===== src/rtl/wram_arbiter_pkg.sv =====
// rtl/wram_arbiter_pkg.sv - shared mcd types for the word-RAM arbiter
//
// Package mcd: arbiter state and owner enums, grant bit positions,
// the fixed full-word write mask and a write-mask helper.
package mcd;

    typedef enum logic [1:0] {
        IDLE = 2'd0,
        ADDR = 2'd1,
        DATA = 2'd2
    } arb_state_e;

    typedef enum logic [1:0] {
        NONE = 2'd0,
        SUB  = 2'd1,
        ASIC = 2'd2,
        DMA  = 2'd3
    } owner_e;

    // Bit positions inside the one-hot grant vector.
    localparam int GNT_SUB  = 0;
    localparam int GNT_ASIC = 1;
    localparam int GNT_DMA  = 2;

    localparam logic [3:0] FULL_MASK = 4'b1111;

    // A read drives no bank write enables.
    function automatic logic [3:0] wr_mask(input logic we, input logic [3:0] mask);
        return we ? mask : 4'b0000;
    endfunction

endpackage


===== src/rtl/wram_arbiter_if.sv =====
// rtl/wram_arbiter_if.sv - requester and bank bus of the word-RAM arbiter
//
// Signals: sub_sync strobe; per-requester req/we/addr/din/ack (sub, asic,
// dma); sub_mask; pm; rd_data; sub_halt; bank side mem_addr/mem_din/
// mem_mask/mem_mode/mem_dout.
// Modports: master = requesters and bank model, slave = arbiter.
interface wram_arbiter_if;
    logic        sub_sync;
    logic        sub_req;
    logic        asic_req;
    logic        dma_req;
    logic        sub_we;
    logic        asic_we;
    logic        dma_we;
    logic [15:0] sub_addr;
    logic [15:0] asic_addr;
    logic [15:0] dma_addr;
    logic [15:0] sub_din;
    logic [15:0] asic_din;
    logic [15:0] dma_din;
    logic [3:0]  sub_mask;
    logic [1:0]  pm;
    logic        sub_ack;
    logic        asic_ack;
    logic        dma_ack;
    logic [15:0] rd_data;
    logic        sub_halt;
    logic [15:0] mem_addr;
    logic [15:0] mem_din;
    logic [3:0]  mem_mask;
    logic [1:0]  mem_mode;
    logic [15:0] mem_dout;

    modport master (
        output sub_sync, sub_req, asic_req, dma_req, sub_we, asic_we, dma_we,
               sub_addr, asic_addr, dma_addr, sub_din, asic_din, dma_din,
               sub_mask, pm, mem_dout,
        input  sub_ack, asic_ack, dma_ack, rd_data, sub_halt,
               mem_addr, mem_din, mem_mask, mem_mode
    );

    modport slave (
        input  sub_sync, sub_req, asic_req, dma_req, sub_we, asic_we, dma_we,
               sub_addr, asic_addr, dma_addr, sub_din, asic_din, dma_din,
               sub_mask, pm, mem_dout,
        output sub_ack, asic_ack, dma_ack, rd_data, sub_halt,
               mem_addr, mem_din, mem_mask, mem_mode
    );
endinterface


===== src/rtl/wram_arb_pick.sv =====
// rtl/wram_arb_pick.sv - combinational priority pick for the word-RAM arbiter
//
// Ports: sub_req_i, asic_req_i, dma_req_i - pending requests
//        starve_i  - sub CPU has lost the maximum number of arbitrations
//        grant_o   - one-hot grant, bit order from mcd::GNT_*
module wram_arb_pick
    import mcd::*;
(
    input  logic       sub_req_i,
    input  logic       asic_req_i,
    input  logic       dma_req_i,
    input  logic       starve_i,
    output logic [2:0] grant_o
);

    // DMA > ASIC > SUB, with a starved sub CPU jumping the queue.
    always_comb begin
        grant_o = 3'b000;
        if (starve_i && sub_req_i) begin
            grant_o[GNT_SUB] = 1'b1;
        end else if (dma_req_i) begin
            grant_o[GNT_DMA] = 1'b1;
        end else if (asic_req_i) begin
            grant_o[GNT_ASIC] = 1'b1;
        end else if (sub_req_i) begin
            grant_o[GNT_SUB] = 1'b1;
        end
    end

endmodule


===== src/rtl/wram_arbiter.sv =====
// rtl/wram_arbiter.sv - three-requester word-RAM bank arbiter
//
// Parameter: SUB_WAIT_MAX - lost arbitrations before the sub CPU is forced (1-15)
// Ports: clk_asic - clock, rising edge
//        cd_rst   - synchronous active-high reset
//        bus      - requester/bank bus (wram_arbiter_if.slave)
//        halt_cnt - cycles with sub_halt=1, saturating; only with WRAM_ARB_STATS_EN
// Each access walks IDLE -> ADDR -> DATA, one step per sub_sync strobe.
module wram_arbiter
    import mcd::*;
#(
    parameter int unsigned SUB_WAIT_MAX = 4
) (
    input  logic                 clk_asic,
    input  logic                 cd_rst,
`ifdef WRAM_ARB_STATS_EN
    output logic [15:0]          halt_cnt,
`endif
    wram_arbiter_if.slave        bus
);

    localparam logic [3:0] WAIT_MAX = 4'(SUB_WAIT_MAX);

    arb_state_e  state_q;
    owner_e      owner_q;
    logic [3:0]  starve_q;
    logic [15:0] mem_addr_q;
    logic [15:0] mem_din_q;
    logic [3:0]  mem_mask_q;
    logic [1:0]  mem_mode_q;
    logic [15:0] rd_data_q;
    logic        sub_ack_q;
    logic        asic_ack_q;
    logic        dma_ack_q;
    logic        sub_halt_q;
    logic        starve;
    logic [2:0]  grant;

    assign starve = (starve_q == WAIT_MAX);

    wram_arb_pick u_pick (
        .sub_req_i  (bus.sub_req),
        .asic_req_i (bus.asic_req),
        .dma_req_i  (bus.dma_req),
        .starve_i   (starve),
        .grant_o    (grant)
    );

    always_ff @(posedge clk_asic) begin
        if (cd_rst) begin
            state_q    <= IDLE;
            owner_q    <= NONE;
            starve_q   <= 4'd0;
            mem_addr_q <= 16'h0000;
            mem_din_q  <= 16'h0000;
            mem_mask_q <= 4'b0000;
            mem_mode_q <= 2'b00;
            rd_data_q  <= 16'h0000;
            sub_ack_q  <= 1'b0;
            asic_ack_q <= 1'b0;
            dma_ack_q  <= 1'b0;
            sub_halt_q <= 1'b0;
        end else begin
            // Acks are single-cycle pulses even when the next strobe is far away.
            sub_ack_q  <= 1'b0;
            asic_ack_q <= 1'b0;
            dma_ack_q  <= 1'b0;
            // The sub CPU stays halted through its own access and is released
            // the cycle after its ack, when rd_data already holds its word.
            sub_halt_q <= bus.sub_req & ~sub_ack_q;

            if (bus.sub_sync) begin
                case (state_q)
                    IDLE: begin
                        if (grant != 3'b000) begin
                            state_q <= ADDR;
                            if (grant[GNT_DMA]) begin
                                owner_q    <= DMA;
                                mem_addr_q <= bus.dma_addr;
                                mem_din_q  <= bus.dma_din;
                                mem_mask_q <= wr_mask(bus.dma_we, FULL_MASK);
                                mem_mode_q <= 2'b00;
                            end else if (grant[GNT_ASIC]) begin
                                owner_q    <= ASIC;
                                mem_addr_q <= bus.asic_addr;
                                mem_din_q  <= bus.asic_din;
                                mem_mask_q <= wr_mask(bus.asic_we, FULL_MASK);
                                mem_mode_q <= bus.pm;
                            end else begin
                                owner_q    <= SUB;
                                mem_addr_q <= bus.sub_addr;
                                mem_din_q  <= bus.sub_din;
                                mem_mask_q <= wr_mask(bus.sub_we, bus.sub_mask);
                                mem_mode_q <= 2'b00;
                            end
                            if (grant[GNT_SUB]) begin
                                starve_q <= 4'd0;
                            end else if (bus.sub_req && (starve_q < WAIT_MAX)) begin
                                starve_q <= starve_q + 4'd1;
                            end
                        end
                    end
                    ADDR: begin
                        // Write enables are live for exactly the ADDR step.
                        state_q    <= DATA;
                        mem_mask_q <= 4'b0000;
                    end
                    DATA: begin
                        state_q   <= IDLE;
                        owner_q   <= NONE;
                        rd_data_q <= bus.mem_dout;
                        case (owner_q)
                            SUB:     sub_ack_q  <= 1'b1;
                            ASIC:    asic_ack_q <= 1'b1;
                            DMA:     dma_ack_q  <= 1'b1;
                            default: ;
                        endcase
                    end
                    default: begin
                        state_q <= IDLE;
                        owner_q <= NONE;
                    end
                endcase
            end
        end
    end

    assign bus.mem_addr = mem_addr_q;
    assign bus.mem_din  = mem_din_q;
    assign bus.mem_mask = mem_mask_q;
    assign bus.mem_mode = mem_mode_q;
    assign bus.rd_data  = rd_data_q;
    assign bus.sub_ack  = sub_ack_q;
    assign bus.asic_ack = asic_ack_q;
    assign bus.dma_ack  = dma_ack_q;
    assign bus.sub_halt = sub_halt_q;

`ifdef WRAM_ARB_STATS_EN
    logic [15:0] halt_cnt_q;

    always_ff @(posedge clk_asic) begin
        if (cd_rst) begin
            halt_cnt_q <= 16'h0000;
        end else if (sub_halt_q && (halt_cnt_q != 16'hFFFF)) begin
            halt_cnt_q <= halt_cnt_q + 16'd1;
        end
    end

    assign halt_cnt = halt_cnt_q;
`endif

endmodule

===== src/flat_wrapper.sv =====
// flat-port wrapper written by rule: the top's interface ports become plain ports
module wram_arbiter_flat import mcd::*;
#(
    parameter int unsigned SUB_WAIT_MAX = 4
)
  (clk_asic, cd_rst, bus_sub_sync, bus_sub_req, bus_asic_req, bus_dma_req, bus_sub_we, bus_asic_we, bus_dma_we, bus_sub_addr, bus_asic_addr, bus_dma_addr, bus_sub_din, bus_asic_din, bus_dma_din, bus_sub_mask, bus_pm, bus_mem_dout, bus_sub_ack, bus_asic_ack, bus_dma_ack, bus_rd_data, bus_sub_halt, bus_mem_addr, bus_mem_din, bus_mem_mask, bus_mem_mode);
  wram_arbiter_if bus_i ();
  input  logic clk_asic;
  input  logic cd_rst;
  input wire logic [$bits(bus_i.sub_sync)-1:0] bus_sub_sync;
  input wire logic [$bits(bus_i.sub_req)-1:0] bus_sub_req;
  input wire logic [$bits(bus_i.asic_req)-1:0] bus_asic_req;
  input wire logic [$bits(bus_i.dma_req)-1:0] bus_dma_req;
  input wire logic [$bits(bus_i.sub_we)-1:0] bus_sub_we;
  input wire logic [$bits(bus_i.asic_we)-1:0] bus_asic_we;
  input wire logic [$bits(bus_i.dma_we)-1:0] bus_dma_we;
  input wire logic [$bits(bus_i.sub_addr)-1:0] bus_sub_addr;
  input wire logic [$bits(bus_i.asic_addr)-1:0] bus_asic_addr;
  input wire logic [$bits(bus_i.dma_addr)-1:0] bus_dma_addr;
  input wire logic [$bits(bus_i.sub_din)-1:0] bus_sub_din;
  input wire logic [$bits(bus_i.asic_din)-1:0] bus_asic_din;
  input wire logic [$bits(bus_i.dma_din)-1:0] bus_dma_din;
  input wire logic [$bits(bus_i.sub_mask)-1:0] bus_sub_mask;
  input wire logic [$bits(bus_i.pm)-1:0] bus_pm;
  input wire logic [$bits(bus_i.mem_dout)-1:0] bus_mem_dout;
  output wire logic [$bits(bus_i.sub_ack)-1:0] bus_sub_ack;
  output wire logic [$bits(bus_i.asic_ack)-1:0] bus_asic_ack;
  output wire logic [$bits(bus_i.dma_ack)-1:0] bus_dma_ack;
  output wire logic [$bits(bus_i.rd_data)-1:0] bus_rd_data;
  output wire logic [$bits(bus_i.sub_halt)-1:0] bus_sub_halt;
  output wire logic [$bits(bus_i.mem_addr)-1:0] bus_mem_addr;
  output wire logic [$bits(bus_i.mem_din)-1:0] bus_mem_din;
  output wire logic [$bits(bus_i.mem_mask)-1:0] bus_mem_mask;
  output wire logic [$bits(bus_i.mem_mode)-1:0] bus_mem_mode;
  assign bus_i.sub_sync = bus_sub_sync;
  assign bus_i.sub_req = bus_sub_req;
  assign bus_i.asic_req = bus_asic_req;
  assign bus_i.dma_req = bus_dma_req;
  assign bus_i.sub_we = bus_sub_we;
  assign bus_i.asic_we = bus_asic_we;
  assign bus_i.dma_we = bus_dma_we;
  assign bus_i.sub_addr = bus_sub_addr;
  assign bus_i.asic_addr = bus_asic_addr;
  assign bus_i.dma_addr = bus_dma_addr;
  assign bus_i.sub_din = bus_sub_din;
  assign bus_i.asic_din = bus_asic_din;
  assign bus_i.dma_din = bus_dma_din;
  assign bus_i.sub_mask = bus_sub_mask;
  assign bus_i.pm = bus_pm;
  assign bus_i.mem_dout = bus_mem_dout;
  assign bus_sub_ack = bus_i.sub_ack;
  assign bus_asic_ack = bus_i.asic_ack;
  assign bus_dma_ack = bus_i.dma_ack;
  assign bus_rd_data = bus_i.rd_data;
  assign bus_sub_halt = bus_i.sub_halt;
  assign bus_mem_addr = bus_i.mem_addr;
  assign bus_mem_din = bus_i.mem_din;
  assign bus_mem_mask = bus_i.mem_mask;
  assign bus_mem_mode = bus_i.mem_mode;
  wram_arbiter #(.SUB_WAIT_MAX(SUB_WAIT_MAX)) u_core (.clk_asic(clk_asic), .cd_rst(cd_rst), .bus(bus_i));
endmodule

===== config.mk =====
export PLATFORM = sky130hd
export DESIGN_NAME = wram_arbiter_flat
export DESIGN_NICKNAME = d
export VERILOG_FILES = /design/src/rtl/wram_arbiter_pkg.sv /design/src/rtl/wram_arbiter_if.sv /design/src/rtl/wram_arb_pick.sv /design/src/rtl/wram_arbiter.sv /design/src/flat_wrapper.sv
export SDC_FILE = /design/constraint.sdc
export NUM_CORES = 1
export LEC_CHECK = 0
export CORE_UTILIZATION = 25
export CTS_CLUSTER_DIAMETER = 200
export DETAILED_ROUTE_END_ITERATION = 12
export HOLD_SLACK_MARGIN = 0.12
export PLACE_DENSITY = 0.69
export SETUP_SLACK_MARGIN = 0.15
export SLEW_MARGIN = 20
export SYNTH_ARGS = -nofsm -noshare
export SYNTH_HDL_FRONTEND = slang
export SYNTH_HIERARCHICAL = 1
export SYNTH_SLANG_ARGS = --single-unit

===== constraint.sdc =====
create_clock -name clk_asic -period 1.9 [get_ports clk_asic]
set_input_delay 0.19 -clock clk_asic [delete_from_list [all_inputs] [get_ports clk_asic]]
set_output_delay 0.19 -clock clk_asic [all_outputs]
set_load 0.05 [all_outputs]

### Yosys cells after proc, flatten, opt, wreduce, memory -nomap -nowiden

Index checks and enable logic that the tools add are counted.
W data, S select, Z words.

* add/sub/neg operators: 1
* $lt $le $gt $ge: 1
* equal/unequal tests: 7
* mux-type cells: 31
* bitwise gates (word level): 5
* reductions and logical operators: 13

Operators with widths (number)
* $mux W16: 4
* $mux W4: 8
* $mux W2: 8
* $reduce_and A3 Y1: 3
* $mux W1: 8
* $pmux W2 S2: 2
* $pmux W4 S2: 1
* $eq A2 B2 Y1 const B: 3
* $add A4 B1 Y4 const B: 1
* $eq A2 B1 Y1 const B: 2
* $eq A4 B3 Y1 const B: 1
* $lt A4 B3 Y1 const B: 1
* $not A1 Y1: 4
* $reduce_and A2 Y1: 2
* $reduce_and A4 Y1: 1
* $reduce_bool A2 Y1: 2
* $reduce_bool A3 Y1: 1
* $reduce_or A3 Y1: 1
* $logic_and A1 B1 Y1: 2
* $logic_not A2 Y1: 1
* $ne A2 B1 Y1 const B: 1
* $and A1 B1 Y1: 1

* register bits after elaboration: 66

### Longest topological paths before layout

* word-level depth: 8
* mapped depth: 11
* gate-level depth less buffers: 8

### Modules after synthesis

The synthesis kept the hierarchy.

Modules (own cells, without submodules)
* wram_arbiter: times used 1, cells an instance 404, area an instance 3110.5 sq um, seq. area each 1321.3 sq um
* wram_arb_pick: times used 1, cells an instance 5, area an instance 38.8 sq um, seq. area each 0.0 sq um

### Least setup slack after synthesis

Ideal clock, no wire load.

* kind: reg2reg
* from: reg u_core.starve_q[0]
* to: reg u_core.mem_addr_q[0], in the netlist u_core/bus.mem_addr[0]
* setup time: 0.132 ns
* arrival time: 1.896 ns
* data required time: 1.768 ns
* slack: -0.129 ns
* stages on the path, launching flop included: 11
* buffers on the path: 2
* cells stage by stage: dfxtp_1 > inv_1 > ha_1 > and3b_1 > o21a_1 > or3_4 > and2_1 > buf_4 > buf_6 > nand2_1 > a21oi_1

* longest elaborated chain between the ends: 5

RTL lines
* from (decl): line wram_arbiter.sv:26 `logic [3:0] starve_q;`
* from (signal assigned): line wram_arbiter.sv:99 `starve_q <= starve_q + 4'd1;`
* $eq A4 B3 Y1: line wram_arbiter.sv:39 `assign starve = (starve_q == WAIT_MAX);`
* named net u_core.starve: line wram_arbiter.sv:36 `logic starve;`
* $logic_and A1 B1 Y1: line wram_arb_pick.sv:19 `if (starve_i && sub_req_i) begin`
* $mux W1: line wram_arb_pick.sv:19
* named net u_core.grant[0]: line wram_arbiter.sv:37 `logic [2:0] grant;`
* $reduce_bool A3 Y1: line wram_arbiter.sv:75 `if (grant != 3'b000) begin`
* $reduce_and A3 Y1 (no line)
* to (signal assigned): line wram_arbiter.sv:79 `mem_addr_q <= bus.dma_addr;`
* to (signal assigned): line wram_arbiter.sv:85 `mem_addr_q <= bus.asic_addr;`
* to (signal assigned): line wram_arbiter.sv:91 `mem_addr_q <= bus.sub_addr;`
* to (decl): line wram_arbiter.sv:27 `logic [15:0] mem_addr_q;`

The timed path passes the listed nets, and every way through them passes these cells.
A chain may end at the register's enable or synchronous reset.

### Final worst setup path

* from: reg u_core.starve_q[0]
* to: reg u_core.mem_din_q[1], in the netlist u_core/bus.mem_din[1]

* longest elaborated chain between the ends: 5

RTL lines
* $eq A4 B3 Y1: line wram_arbiter.sv:39
* named net u_core.starve: line wram_arbiter.sv:36
* $logic_and A1 B1 Y1: line wram_arb_pick.sv:19
* $mux W1: line wram_arb_pick.sv:19
* named net u_core.grant[0]: line wram_arbiter.sv:37
* $reduce_bool A3 Y1: line wram_arbiter.sv:75
* $reduce_and A3 Y1 (no line)
* to (signal assigned): line wram_arbiter.sv:80 `mem_din_q <= bus.dma_din;`
* to (signal assigned): line wram_arbiter.sv:86 `mem_din_q <= bus.asic_din;`
* to (signal assigned): line wram_arbiter.sv:92 `mem_din_q <= bus.sub_din;`
* to (decl): line wram_arbiter.sv:28 `logic [15:0] mem_din_q;`

The timed path passes the listed nets, and every way through them passes these cells.

==> results.cfg <==
[finish]
layout_common_cells = 181 x clkdlybuf4s50_1, 127 x nand2_1, 64 x dfxtp_1
drive_above_1_share_pct = 14.5
nNetsFinal = 740
mostFrequentLayoutCell = clkdlybuf4s50_1
antenna_cells = 0
stdcell_area_um2 = 5920
syn2layout_area_growth_pct = 87.9

[timing]
postLayoutSetupSlackWorst_ns = -0.0853
finalCritPeriodShare_pct = 104
grt_setup_unrepaired = yes
tightest_slew_ns = 0.778
slew_headroom_pct = 48.2
setup_viol = 41
setup_tns_ns = -1.97
drv_slew = 0
post-route-min-period_ns = 1.99
fmax_mhz = 504
whs_ns = 0.416
finalClockSkew_ns = 0.00583
hold_viol_final = 0

[pwr]
power_density_nw_per_um2 = 686
power.internal_mw = 2.92
ir_drop_v = 0.000362
power_mw = 4.06
switching_power_mw = 1.14
seqPwrFrac_pct = 36.7
power.share.switching_pct = 28.2
power_frac_comb_pct = 26.7
cellLeakagePower_nw = 2.20
clkPwrFrac_pct = 36.7

[setup_path]
critPathMaxStageDelay_ns = 0.37
worstPathRequired_ns = 2.07
crit_chain = inv_2 > ha_2 > and3b_2 > o21a_4 > or3_4 > and2_4 > buf_12 > nand2_1 > a21oi_1
crit_type = reg -> reg
endpoint_kind = register
start_kind = register
cp_max_fo = 6
critical_path.slowest_cell = or3_4
cp.arrival_ns = 2.15

[status]
violations = setup timing
run_status = complete, but fails checks

[synth]
yosysSeqAreaShare_pct = 42.0
yosys_warnings = 6
synthArstFlopShare_pct = 0
yosysUniqueCellTypes = 35
syn_nets = 538
synth.avg_cell_area_um2 = 7.70
synthFlopType = dfxtp_1
syn_inst = 409
ys_seq_elements = 66
synth_area_um2 = 3150
synth_edf_count = 0

[die]
die_y_um = 114
ios = 185
num_rows = 40
die_x_um = 114
initial_core_util_pct = 25.9
fp.dieArea_um2 = 13000
core_um2 = 12200

[clocking]
cts_tree = yes
clkTransAtPathRegs_ns = 0.05
worst_skew_pair.late_latency_ns = 0.32
cts_buffer_depth = 2
cts_root_buf = clkbuf_16
cts_buffers = 9
cts_max_level = 3
cts_sinks = 66

[global_routing]
track_usage_pct = 15.6
grt_max_degree = 43
antenna_found_initial = 0
first_global_vias = 3482
grt_first_pass_wirelength_um = 16000
grt_overflow = 0

[placement]
hpwl_um = 7660
dpl_cell_area_um2 = 5350
gp_congestion = 0.762
io_buffers = 184
place_ws_ns = -0.232

[routing]
wl_met1_um = 4320
antenna_left = 0
drc = 0
wirelength_um = 10400
routed-wl-met2_um = 5180
routed-via-count = 3526
drtIter0Drc = 118
dr.pass1.iters = 4
wl_met3_um = 803
routed_via_density = 4.50
wl_per_cell_um = 13.3
highest_layer = met4

[worst_hold_path]
min_path_type = in -> reg

[flow_run]
maxCapViolations = 0
worst paths after layout:
path / startpoint / end / slack (ns) / depth (start not counted)
min reg2reg: u_core/bus.sub_ack / u_core/bus.sub_halt / 0.42 / 1
max reg2reg: u_core/starve_q[0] / u_core/bus.mem_din[1] / -0.09 / 9
min: bus_mem_dout[0] / u_core/bus.rd_data[0] / 0.42 / 3
max: u_core/starve_q[0] / u_core/bus.mem_din[1] / -0.09 / 9
registers in the layout, indices dropped and copies added (netlist names), 2 cells and up:
signal and cells:
u_core/owner_q 2, u_core/bus.mem_mode 2, u_core/starve_q 4, u_core/bus.mem_mask 4, u_core/state_q 2, u_core/bus.rd_data 16, u_core/bus.mem_addr 16, u_core/bus.mem_din 16
cell usage after synthesis, types with 2 or more instances:
library cell / count / share of area [%]
clkbuf_1: 16 / 1.9
mux2i_1: 32 / 10
nor2_1: 4 / 0.48
o21ai_0: 34 / 5.4
o32ai_1: 4 / 1.1
nand2b_1: 5 / 0.99
nor2b_1: 2 / 0.40
buf_2: 9 / 1.4
nand3_1: 3 / 0.48
and3b_1: 2 / 0.56
inv_1: 7 / 0.83
nor4b_1: 2 / 0.56
o21a_1: 2 / 0.48
buf_6: 3 / 1.1
nand2_1: 136 / 16
a21oi_1: 61 / 9.7
ha_1: 2 / 0.79
or2_2: 2 / 0.40
nor3b_1: 2 / 0.48
dfxtp_1: 66 / 42
stage by stage:
step,cells,util (%)
after floorplan,409,-
after global placement,757,44.0
after detailed placement,757,44.0
after CTS,777,46.9
after global routing,783,48.7
final,783,48.7
metal layers:
| layer | global-route usage [%] | up-vias |
|---|---|---|
| li1 | - | 1779 |
| met1 | 16.6 | 1603 |
| met2 | 28.6 | 133 |
| met3 | 5.24 | 11 |
| met4 | 5.63 | 0 |
| met5 | 0 | - |
timing repair:
action / 4_1_cts / 5_1_grt
cloned: 1 / 5
endpoints found under the setup margin: 46 / 46
buffers inserted: 4 / 1
pin swaps: 4 / 7
hold buffers: 0 / 0
resized for setup: 10 / 51
critical path, delay by kind of cell, from the launching register on:
family / cells / cell delay [ns]
AND/OR/NAND/NOR: 4 / 0.89
flip-flops: 1 / 0.33
AO/OA/AOI/OAI: 2 / 0.26
buffers and inverters: 2 / 0.17
adder cells (fa/ha/maj): 1 / 0.16
power by group through the flow:
stage	registers (mW)	logic [mW]	clock network, mW
floorplan	1.71	0.297	0
global placement	1.52	0.971	0
detailed placement	1.52	0.985	0
CTS	1.49	1.01	1.54
global route	1.50	1.16	1.60
finish	1.49	1.08	1.49
cell families after synthesis:
family	synth area share, %
flip-flops	42.0
adder cells (fa/ha/maj)	0.794
buffers and inverters	5.48
AND/OR/NAND/NOR	23.0
multiplexers	10.2
AO/OA/AOI/OAI	18.6
layout make-up:
| type | count | area [um^2] |
|---|---|---|
| Clock buffer | 11 | 243 |
| Clock inverter | 4 | 28.8 |
| Fill cell | 1153 | 6240 |
| Inverter | 7 | 26.3 |
| Multi-Input combinational cell | 308 | 1790 |
| Sequential cell | 66 | 1320 |
| Tap cell | 168 | 210 |
| Timing Repair Buffer | 219 | 2300 |
Power figures use the tool's default switching activity.
